--- src/rtl/pipe_pkg.sv ---
// Shared pipeline definitions: NZCV bit positions, branch condition codes,
// sequencer state encoding and instruction size.
package pipe_pkg;

  // Bit positions inside a {N,Z,C,V} flags vector.
  localparam int FLAG_N = 3;
  localparam int FLAG_Z = 2;
  localparam int FLAG_C = 1;
  localparam int FLAG_V = 0;

  // 4-bit branch condition codes.
  localparam logic [3:0] COND_EQ = 4'b0000;
  localparam logic [3:0] COND_NE = 4'b0001;
  localparam logic [3:0] COND_CS = 4'b0010;
  localparam logic [3:0] COND_CC = 4'b0011;
  localparam logic [3:0] COND_MI = 4'b0100;
  localparam logic [3:0] COND_PL = 4'b0101;
  localparam logic [3:0] COND_VS = 4'b0110;
  localparam logic [3:0] COND_VC = 4'b0111;
  localparam logic [3:0] COND_HI = 4'b1000;
  localparam logic [3:0] COND_LS = 4'b1001;
  localparam logic [3:0] COND_GE = 4'b1010;
  localparam logic [3:0] COND_LT = 4'b1011;
  localparam logic [3:0] COND_GT = 4'b1100;
  localparam logic [3:0] COND_LE = 4'b1101;
  localparam logic [3:0] COND_AL = 4'b1110;
  localparam logic [3:0] COND_NV = 4'b1111;

  // Fetch sequencer states.
  typedef enum logic [1:0] {
    ST_BOOT   = 2'd0,
    ST_RUN    = 2'd1,
    ST_DRAIN  = 2'd2,
    ST_HALTED = 2'd3
  } state_t;

  // Every instruction occupies one 32-bit word.
  localparam int unsigned INST_BYTES = 4;

endpackage

--- src/rtl/cond_eval.sv ---
// Branch condition evaluator: decides whether a condition code passes for a
// given {N,Z,C,V} flags vector. Purely combinational.
module cond_eval
  import pipe_pkg::*;
(
  input  logic [3:0] i_cond,
  input  logic [3:0] i_flags,
  output logic       o_pass
);

  logic w_n, w_z, w_c, w_v;

  assign w_n = i_flags[FLAG_N];
  assign w_z = i_flags[FLAG_Z];
  assign w_c = i_flags[FLAG_C];
  assign w_v = i_flags[FLAG_V];

  // Map each condition code onto the flag predicate it names.
  always_comb begin
    // NOTE: assign a default before the case so no path leaves o_pass unassigned (no latch).
    o_pass = 1'b0;
    case (i_cond)
      COND_EQ: o_pass = w_z;
      COND_NE: o_pass = ~w_z;
      COND_CS: o_pass = w_c;
      COND_CC: o_pass = ~w_c;
      COND_MI: o_pass = w_n;
      COND_PL: o_pass = ~w_n;
      COND_VS: o_pass = w_v;
      COND_VC: o_pass = ~w_v;
      COND_HI: o_pass = w_c & ~w_z;
      COND_LS: o_pass = ~w_c | w_z;
      COND_GE: o_pass = (w_n == w_v);
      COND_LT: o_pass = (w_n != w_v);
      COND_GT: o_pass = ~w_z & (w_n == w_v);
      COND_LE: o_pass = w_z | (w_n != w_v);
      COND_AL: o_pass = 1'b1;
      COND_NV: o_pass = 1'b0;
    endcase
  end

endmodule

--- src/rtl/branch_seq_ctrl.sv ---
// Fetch sequencer and branch scheduler for the 5-stage pipeline. Owns the PC,
// the NZCV flags register and the per-cycle redirect/flush/stall decisions,
// resolves EX-stage branches with forwarded flags and drains the pipe on HALT.
module branch_seq_ctrl
  import pipe_pkg::*;
#(
  parameter int unsigned     PC_W      = 32,
  parameter logic [PC_W-1:0] RESET_PC  = '0,
  parameter int unsigned     DRAIN_CYC = 3,
  parameter int unsigned     CNT_W     = 16
) (
  input  logic             clk,
  input  logic             reset,
  input  logic             stall_req,
  input  logic             imem_ready,
  input  logic             ex_branch,
  input  logic [3:0]       ex_cond,
  input  logic [PC_W-1:0]  ex_target,
  input  logic             ex_halt,
  input  logic             mem_setflags,
  input  logic [3:0]       mem_flags,
  input  logic             resume,
  output logic [PC_W-1:0]  pc,
  output logic             fetch_valid,
  output logic             if_id_en,
  output logic             if_id_flush,
  output logic             id_ex_flush,
  output logic [3:0]       flags,
  output logic             branch_taken,
  output logic             halted,
  output logic [CNT_W-1:0] taken_cnt
);

  // Drain counter holds DRAIN_CYC-1 down to 0.
  localparam int unsigned DW = (DRAIN_CYC > 1) ? $clog2(DRAIN_CYC) : 1;

  state_t           r_state, w_state_nxt;
  logic [PC_W-1:0]  r_pc, w_pc_nxt;
  logic [3:0]       r_flags;
  logic [CNT_W-1:0] r_taken_cnt;
  logic [DW-1:0]    r_drain_cnt, w_drain_nxt;
  logic [3:0]       w_eval_flags;
  logic             w_cond_pass;
  logic             w_taken;

  // A flag-setting instruction in MEM is younger than the flags register, so
  // its result is forwarded to the branch resolving in EX this cycle.
  assign w_eval_flags = mem_setflags ? mem_flags : r_flags;

  cond_eval u_cond_eval (
    .i_cond  (ex_cond),
    .i_flags (w_eval_flags),
    .o_pass  (w_cond_pass)
  );

  assign w_taken      = ex_branch & w_cond_pass & (r_state == ST_RUN);
  assign branch_taken = w_taken;
  assign pc           = r_pc;
  assign flags        = r_flags;
  assign taken_cnt    = r_taken_cnt;

  // Next-state, next-PC and per-cycle pipeline control decisions.
  always_comb begin
    w_state_nxt = r_state;
    w_pc_nxt    = r_pc;
    w_drain_nxt = r_drain_cnt;
    fetch_valid = 1'b0;
    if_id_en    = 1'b0;
    if_id_flush = 1'b0;
    id_ex_flush = 1'b0;
    halted      = 1'b0;
    case (r_state)
      ST_BOOT: begin
        w_state_nxt = ST_RUN;
      end
      ST_RUN: begin
        fetch_valid = 1'b1;
        if (w_taken) begin
          // Redirect wins over everything, killing the two younger slots.
          w_pc_nxt    = ex_target;
          if_id_flush = 1'b1;
          id_ex_flush = 1'b1;
        end else if (ex_halt) begin
          // Stop fetching; pc keeps HALT+4 for the eventual resume.
          fetch_valid = 1'b0;
          if_id_flush = 1'b1;
          id_ex_flush = 1'b1;
          w_drain_nxt = DW'(DRAIN_CYC - 1);
          w_state_nxt = ST_DRAIN;
        end else if (stall_req) begin
          id_ex_flush = 1'b1;
        end else if (!imem_ready) begin
          if_id_flush = 1'b1;
        end else begin
          w_pc_nxt = r_pc + PC_W'(INST_BYTES);
          if_id_en = 1'b1;
        end
      end
      ST_DRAIN: begin
        if (r_drain_cnt == '0) begin
          w_state_nxt = ST_HALTED;
        end else begin
          w_drain_nxt = r_drain_cnt - 1'b1;
        end
      end
      ST_HALTED: begin
        halted = 1'b1;
        if (resume) begin
          w_state_nxt = ST_RUN;
        end
      end
      default: begin
        w_state_nxt = ST_BOOT;
      end
    endcase
  end

  // State, PC, drain counter, flags register and saturating taken counter.
  always_ff @(posedge clk or posedge reset) begin
    if (reset) begin
      r_state     <= ST_BOOT;
      r_pc        <= RESET_PC;
      r_drain_cnt <= '0;
      r_flags     <= '0;
      r_taken_cnt <= '0;
    end else begin
      // NOTE: non-blocking assignments so every register samples pre-edge values.
      r_state     <= w_state_nxt;
      r_pc        <= w_pc_nxt;
      r_drain_cnt <= w_drain_nxt;
      if (mem_setflags && (r_state != ST_BOOT)) begin
        r_flags <= mem_flags;
      end
      if (w_taken && (r_taken_cnt != '1)) begin
        r_taken_cnt <= r_taken_cnt + 1'b1;
      end
    end
  end

endmodule

--- config.mk ---
export PLATFORM = sky130hd
export DESIGN_NAME = branch_seq_ctrl
export DESIGN_NICKNAME = d
export VERILOG_FILES = /design/src/rtl/pipe_pkg.sv /design/src/rtl/cond_eval.sv /design/src/rtl/branch_seq_ctrl.sv
export SDC_FILE = /design/constraint.sdc
export NUM_CORES = 1
export LEC_CHECK = 0
export BUFFER_PORTS_ARGS = -buffer_cell sky130_fd_sc_hd__buf_2
export CAP_MARGIN = 0
export CORE_UTILIZATION = 42
export DETAILED_ROUTE_END_ITERATION = 8
export GPL_TIMING_DRIVEN = 0
export MAX_ROUTING_LAYER = met4
export PLACE_DENSITY = 0.74
export SLEW_MARGIN = 30
export SYNTH_ARGS = -nofsm -noshare
export SYNTH_HDL_FRONTEND = slang
export SYNTH_HIERARCHICAL = 1
export SYNTH_SLANG_ARGS = --single-unit
--- constraint.sdc ---
create_clock -name clk -period 3.9 [get_ports clk]
set_input_delay 0.78 -clock clk [delete_from_list [all_inputs] [get_ports clk]]
set_output_delay 0.78 -clock clk [all_outputs]
set_load 0.02 [all_outputs]
---- After elaboration in Yosys (flattened, before gate mapping) ----
Cells that the tools add are included.
operators by class
  bitwise gates (word level) .............. 10
  eq/ne operators ......................... 28
  muxes and demuxes ....................... 31
  add/sub/neg operators ................... 3
  reduce and logical (&&, ||, !) cells .... 11
operator list
  cell                     number
  $mux W32                 4
  $add A32 B3 Y32 const B  1
  $eq A4 B4 Y1 const B     8
  $mux W1                  18
  $add A16 B1 Y16 const B  1
  $eq A4 B3 Y1 const B     4
  $ne A16 B16 Y1 const B   1
  $pmux W1 S16             1
  $reduce_and A4 Y1        3
  $mux W2                  5
  $ne A2 B2 Y1 const B     5
  $eq A4 B2 Y1 const B     2
  $pmux W2 S4              1
  $reduce_bool A2 Y1       3
  $and A1 B1 Y1            4
  $eq A2 B2 Y1 const B     2
  $eq A4 B1 Y1 const B     1
  $logic_not A2 Y1         2
  $logic_not A4 Y1         1
  $mux W4                  1
  $ne A2 B1 Y1 const B     2
  $not A1 Y1               4
  $pmux W2 S2              1
  $eq A2 B1 Y1 const B     1
  5 further kinds          7
word-level totals
  flip-flop bits (word level) ............. 56
  output and inout bits ................... 58
  bits of input ports ..................... 48

---- Longest topological paths before layout ----
  depth after elaboration ................. 8
  depth in mapped cells ................... 13

---- By module ----
The synthesis kept the hierarchy.
modules (own cells, without submodules)
  module           cells each  seq. area each (sq um)  area each (sq um)  instances
  branch_seq_ctrl  340         1401.3                  3220.6             1
  cond_eval        23          0.0                     155.1              1

---- Least setup slack after synthesis ----
OpenSTA, ideal clock, no wires.
  path type ............................... input -> output
  start ................................... in mem_setflags
  end ..................................... out if_id_flush
  stages .................................. 11
  path slack .............................. 0.105 ns
  data required time ...................... 3.120 ns
  arrival time ............................ 3.015 ns
  path through ............................ mux2_2 xor2_1 xor2_1 a2111oi_1 a311oi_1 o22ai_1 and2_1 nand2_2 inv_2 clkbuf_1 o31a_1
on the way
  word-level cells in the longest chain between the ends .. 8
  elaborated cells between the ends (all ways) .. 16
  classes of those cells .................. eq/ne (2); mux (4); bitwise (10)
ends and longest elaborated chain
  item                                  RTL line                          RTL
  from (decl)                           branch_seq_ctrl.sv:20             input logic mem_setflags,
  $mux W4 *                             branch_seq_ctrl.sv:48             assign w_eval_flags = mem_setflags ? mem_flags : r_flags;
  $ne A1 B1 Y1 (tied with other cells)  cond_eval.sv:34, cond_eval.sv:36
  $or A1 B1 Y1 (tied with other cells)  cond_eval.sv:36                   COND_LE: o_pass = w_z | (w_n != w_v);
  $pmux W1 S16 *                        cond_eval.sv:22                   case (i_cond)
  net w_cond_pass                       branch_seq_ctrl.sv:43             logic w_cond_pass;
  $and A1 B1 Y1 * (2 in a row)          branch_seq_ctrl.sv:56             assign w_taken = ex_branch & w_cond_pass & (r_state == ST_RUN);
  $mux W1 *                             branch_seq_ctrl.sv:78             if (w_taken) begin
  $mux W1 *                             branch_seq_ctrl.sv:72             case (r_state)
  to (decl)                             branch_seq_ctrl.sv:26             output logic if_id_flush,
Mark *: on every way through the listed nets, which the timed path passes. The rest lies on a longest branch.

---- Worst setup path after layout ----
  start ................................... in mem_setflags
  end ..................................... out if_id_flush
on the way
  word-level cells in the longest chain between the ends .. 8
  elaborated cells between the ends (all ways) .. 16
  classes of those cells .................. eq/ne (2); mux (4); bitwise (10)
ends and longest elaborated chain
  item                                                  RTL line                          RTL
  $mux W4 *                                             branch_seq_ctrl.sv:48
  net w_eval_flags[3]                                   branch_seq_ctrl.sv:42             logic [3:0] w_eval_flags;
  $ne A1 B1 Y1 / $eq A1 B1 Y1 (equally long branches)   --
  $or A1 B1 Y1 / $and A1 B1 Y1 (equally long branches)  cond_eval.sv:36, cond_eval.sv:35
  $pmux W1 S16 *                                        cond_eval.sv:22
  net w_cond_pass                                       branch_seq_ctrl.sv:43
  $and A1 B1 Y1 * (2 in a row)                          branch_seq_ctrl.sv:56
  $mux W1 *                                             branch_seq_ctrl.sv:78
  $mux W1 *                                             branch_seq_ctrl.sv:72
Marks and branches as above.

==> impl_metrics.csv <==
group,metric,value,unit
setup_path,start_kind,"input pin",
finish,layout_common_cells,"buf_2, dfrtp_1, nand2_1",
die,die_y,91.7,µm
clocking,cts_buffer_depth,2,
synth,syn-instance-count,363,
synth,netlist_area,3380,µm²
run,drv_cap,0,
die,dieArea,8400,µm²
placement,preCtsSetupSlack,-0.630,ns
global_route,antenna_found_initial,0,
global_route,grtUsageTotal,0.230,
clocking,cts_root_buf,"clkbuf_8",
timing,fmax,263,MHz
die,core-area,7770,µm²
setup_path,critPathCaptureType,"output pin",
setup_path,critPathTopFamily,"compound AO/OA/AOI/OAI gates",
setup_path,cp_max_fo,10,
power,ir_drop,0.000348,V
die,initial_core_util,0.435,
setup_path,arrival,3.03,ns
timing,finalWorstSetupSlack,0.0918,ns
timing,timing.final.crit_share,0.976,
drt,via_count,3257,
drt,wirelength,9.14,mm
clocking,cts_tree,"done",
synth,synth_nets,419,
finish,drive_above_1_share,0.313,
setup_path,cp_slowest_stage_delay,0.32,ns
drt,drt_iter0_markers,215,
timing,finClkSkew,0.00637,ns
die,fp.dieW,91.7,µm
finish,layout_commonest_cell,"buf_2",
global_route,grt_pass1_wl,14.9,mm
global_route,gr-total-overflow,0,
timing,maxSlewViolCount,0,
finish,diodes,0,
timing,rsz0062_at_grt,"true",
finish,finalNetCount,535,
drt,drcViolationCount,0,
status,status,"complete, no violations",
synth,yosys-top-cells-area,"dfrtp_1, nand2_1, nand4_1",
global_route,grt_max_degree,39,
setup_path,slowest_stage,"mux2_4",
clocking,cts_sinks,56,
timing,setup_viol,0,
synth,yosysSeqAreaShare,0.415,
synth,synth.avg_cell_area,9.30,µm²
clocking,clk_latency,0.32,ns
synth,yosysTopAreaCell,"dfrtp_1",
placement,hpwl,6.69,mm
synth,ys_types,58,
clocking,clk_pin_slew,0.11,ns
timing,setup_tns,0,ns
placement,dp_cells,569,
timing,slew_headroom,0.572,
clocking,cts-htree-levels,2,
placement,gp_congestion,0.869,
drt,ant_nets,0,
finish,instances_no_fill,582,
die,io_pins,106,
hold_path,hp-class,"in2async",
clocking,cts_buffers,5,
synth,ys_ff_latch,56,
setup_path,crit_type,"in2out",
drt,dr.pass1.iters,5,
synth,synth_top_area_frac,0.415,
setup_path,path_cells,"buf_4 > mux2_4 > xor2_2 > xor2_1 > a2111oi_2 > a311oi_1 > o22ai_1 > and2_4 > nand2_8 > inv_8 > clkbuf_16 > o31a_1 > buf_6",
placement,port-buffer-count,103,
timing,min_period,3.81,ns
power,p_leak,1.96,nW
timing,tightestPinTransition,0.641,ns
power,power_density,620,nW/µm²
drt,vias_per_cell,5.60,
setup_path,reg2reg_from,"flags[3]$_DFFE_PP0P_",
timing,hold_viol,0,
synth,yosys_warnings,6,
synth,synthFlopType,"dfrtp_1",
setup_path,cp.required,3.12,ns
power,power,2.64,mW
setup_path,cp-startpoint,"mem_setflags",
setup_path,crit_buf_inv,4,
global_route,grt_pass1_vias,3021,
die,row_count,32,
synth,synth_async_sr_flop_share,1.00,
drt,wl_per_cell,15.7,µm
synth,synth_edf_count,0,
finish,area_growth,26.2,%
==> stage by stage <==
stage           util  area [µm²]  hold slack, ns
2_1_floorplan      -        3380           0.481
3_3_place_gp   0.517        4020           0.456
3_5_place_dp   0.520        4040           0.465
4_1_cts        0.541        4200           0.384
5_1_grt        0.548        4260           0.396
6_report       0.548        4260           0.384
==> state kept, by name, summed over array words and instances, names as in the netlist <==
name / count
pc: 32
taken_cnt: 16
flags: 4
r_drain_cnt: 2
r_state: 2
==> cell usage after synthesis, drive strengths merged, types with 3 or more instances <==
cell type / count
dfrtp: 56
nand2: 41
o21ai: 29
nand3: 24
nand4: 23
nor2: 21
inv: 14
xnor2: 13
xor2: 12
a21oi: 11
a22oi: 9
clkbuf: 9
mux2: 9
ha: 8
o211ai: 8
buf: 7
a221o: 6
nor4: 6
a31oi: 5
nor3: 5
or3: 5
and4: 4
and2: 3
nor2b: 3
o22ai: 3
o311ai: 3
==> power by group <==
part           internal (mW)  switching (mW)  leakage, nW
Clock                  0.129           0.208       0.0485
Sequential             0.778           0.273        0.712
Combinational          0.501           0.751         1.20
Total                   1.41            1.23         1.96
==> final timing paths <==
path                                        endpoint  slack (ns)  cells after the start
setup / recovery                         if_id_flush        0.09                     13
hold / removal              taken_cnt[3]$_DFFE_PP0P_        0.38                      2
setup reg to reg           taken_cnt[13]$_DFFE_PP0P_        0.84                     14
hold reg to reg                    pc[0]$_DFFE_PP0P_        0.49                      2
max in group asynchronous         pc[24]$_DFFE_PP0P_        3.02                      3
min in group clk                   pc[0]$_DFFE_PP0P_        0.49                      2
==> routing by layer <==
layer | vias up | wire length [µm] | GRT usage | share of wire
li1 | 1584 | - | - | -
met3 | 8 | 581 | 0.0390 | 0.064
met1 | 1555 | 4060 | 0.301 | 0.44
met5 | - | 0 | - | 0
met4 | 0 | 76 | 0.0529 | 0.0083
met2 | 110 | 4420 | 0.373 | 0.48
==> kinds of logic (layout without fill, tap and decap cells) <==
kind of cell	Yosys count	in the layout	share of synthesized area
xor gates and xnor gates	25	25	0.0649
muxes	10	10	0.0330
DFF	56	56	0.415
buffers and inverters	30	147	0.0430
AOI/OAI and AO/OA	91	91	0.181
and+or+nand+nor	143	143	0.234
adders and majority gates	8	8	0.0297
==> worst reg2reg max path: cells and delay by family (launching register included) <==
kind / cells / cell delay, ns
multiplexers: 1 / 0.29
AO/OA/AOI/OAI: 3 / 0.64
buffers and inverters: 2 / 0.21
XOR/XNOR: 3 / 0.51
AND/OR/NAND/NOR: 5 / 0.94
flip-flops: 1 / 0.40
==> layout make-up <==
| cell class | instances | area, µm² |
|---|---|---|
| plain buffers | 16 | 116 |
| inverters | 14 | 62.6 |
| clock inverters | 3 | 22.5 |
| clock buffers | 5 | 68.8 |
| repair buffers | 109 | 582 |
| multi-input cells | 277 | 1880 |
| fillers | 741 | 3510 |
| well taps | 102 | 128 |
| flip-flops and latches | 56 | 1400 |
==> timing repair <==
item                       in CTS  in global routing
gates resized for setup        14                 10
pin swaps                       1                  5
setup endpoints to repair       4                  5
hold buffers                    0                  0
buffers inserted                2                  3
(Power assumes the default switching activity.)
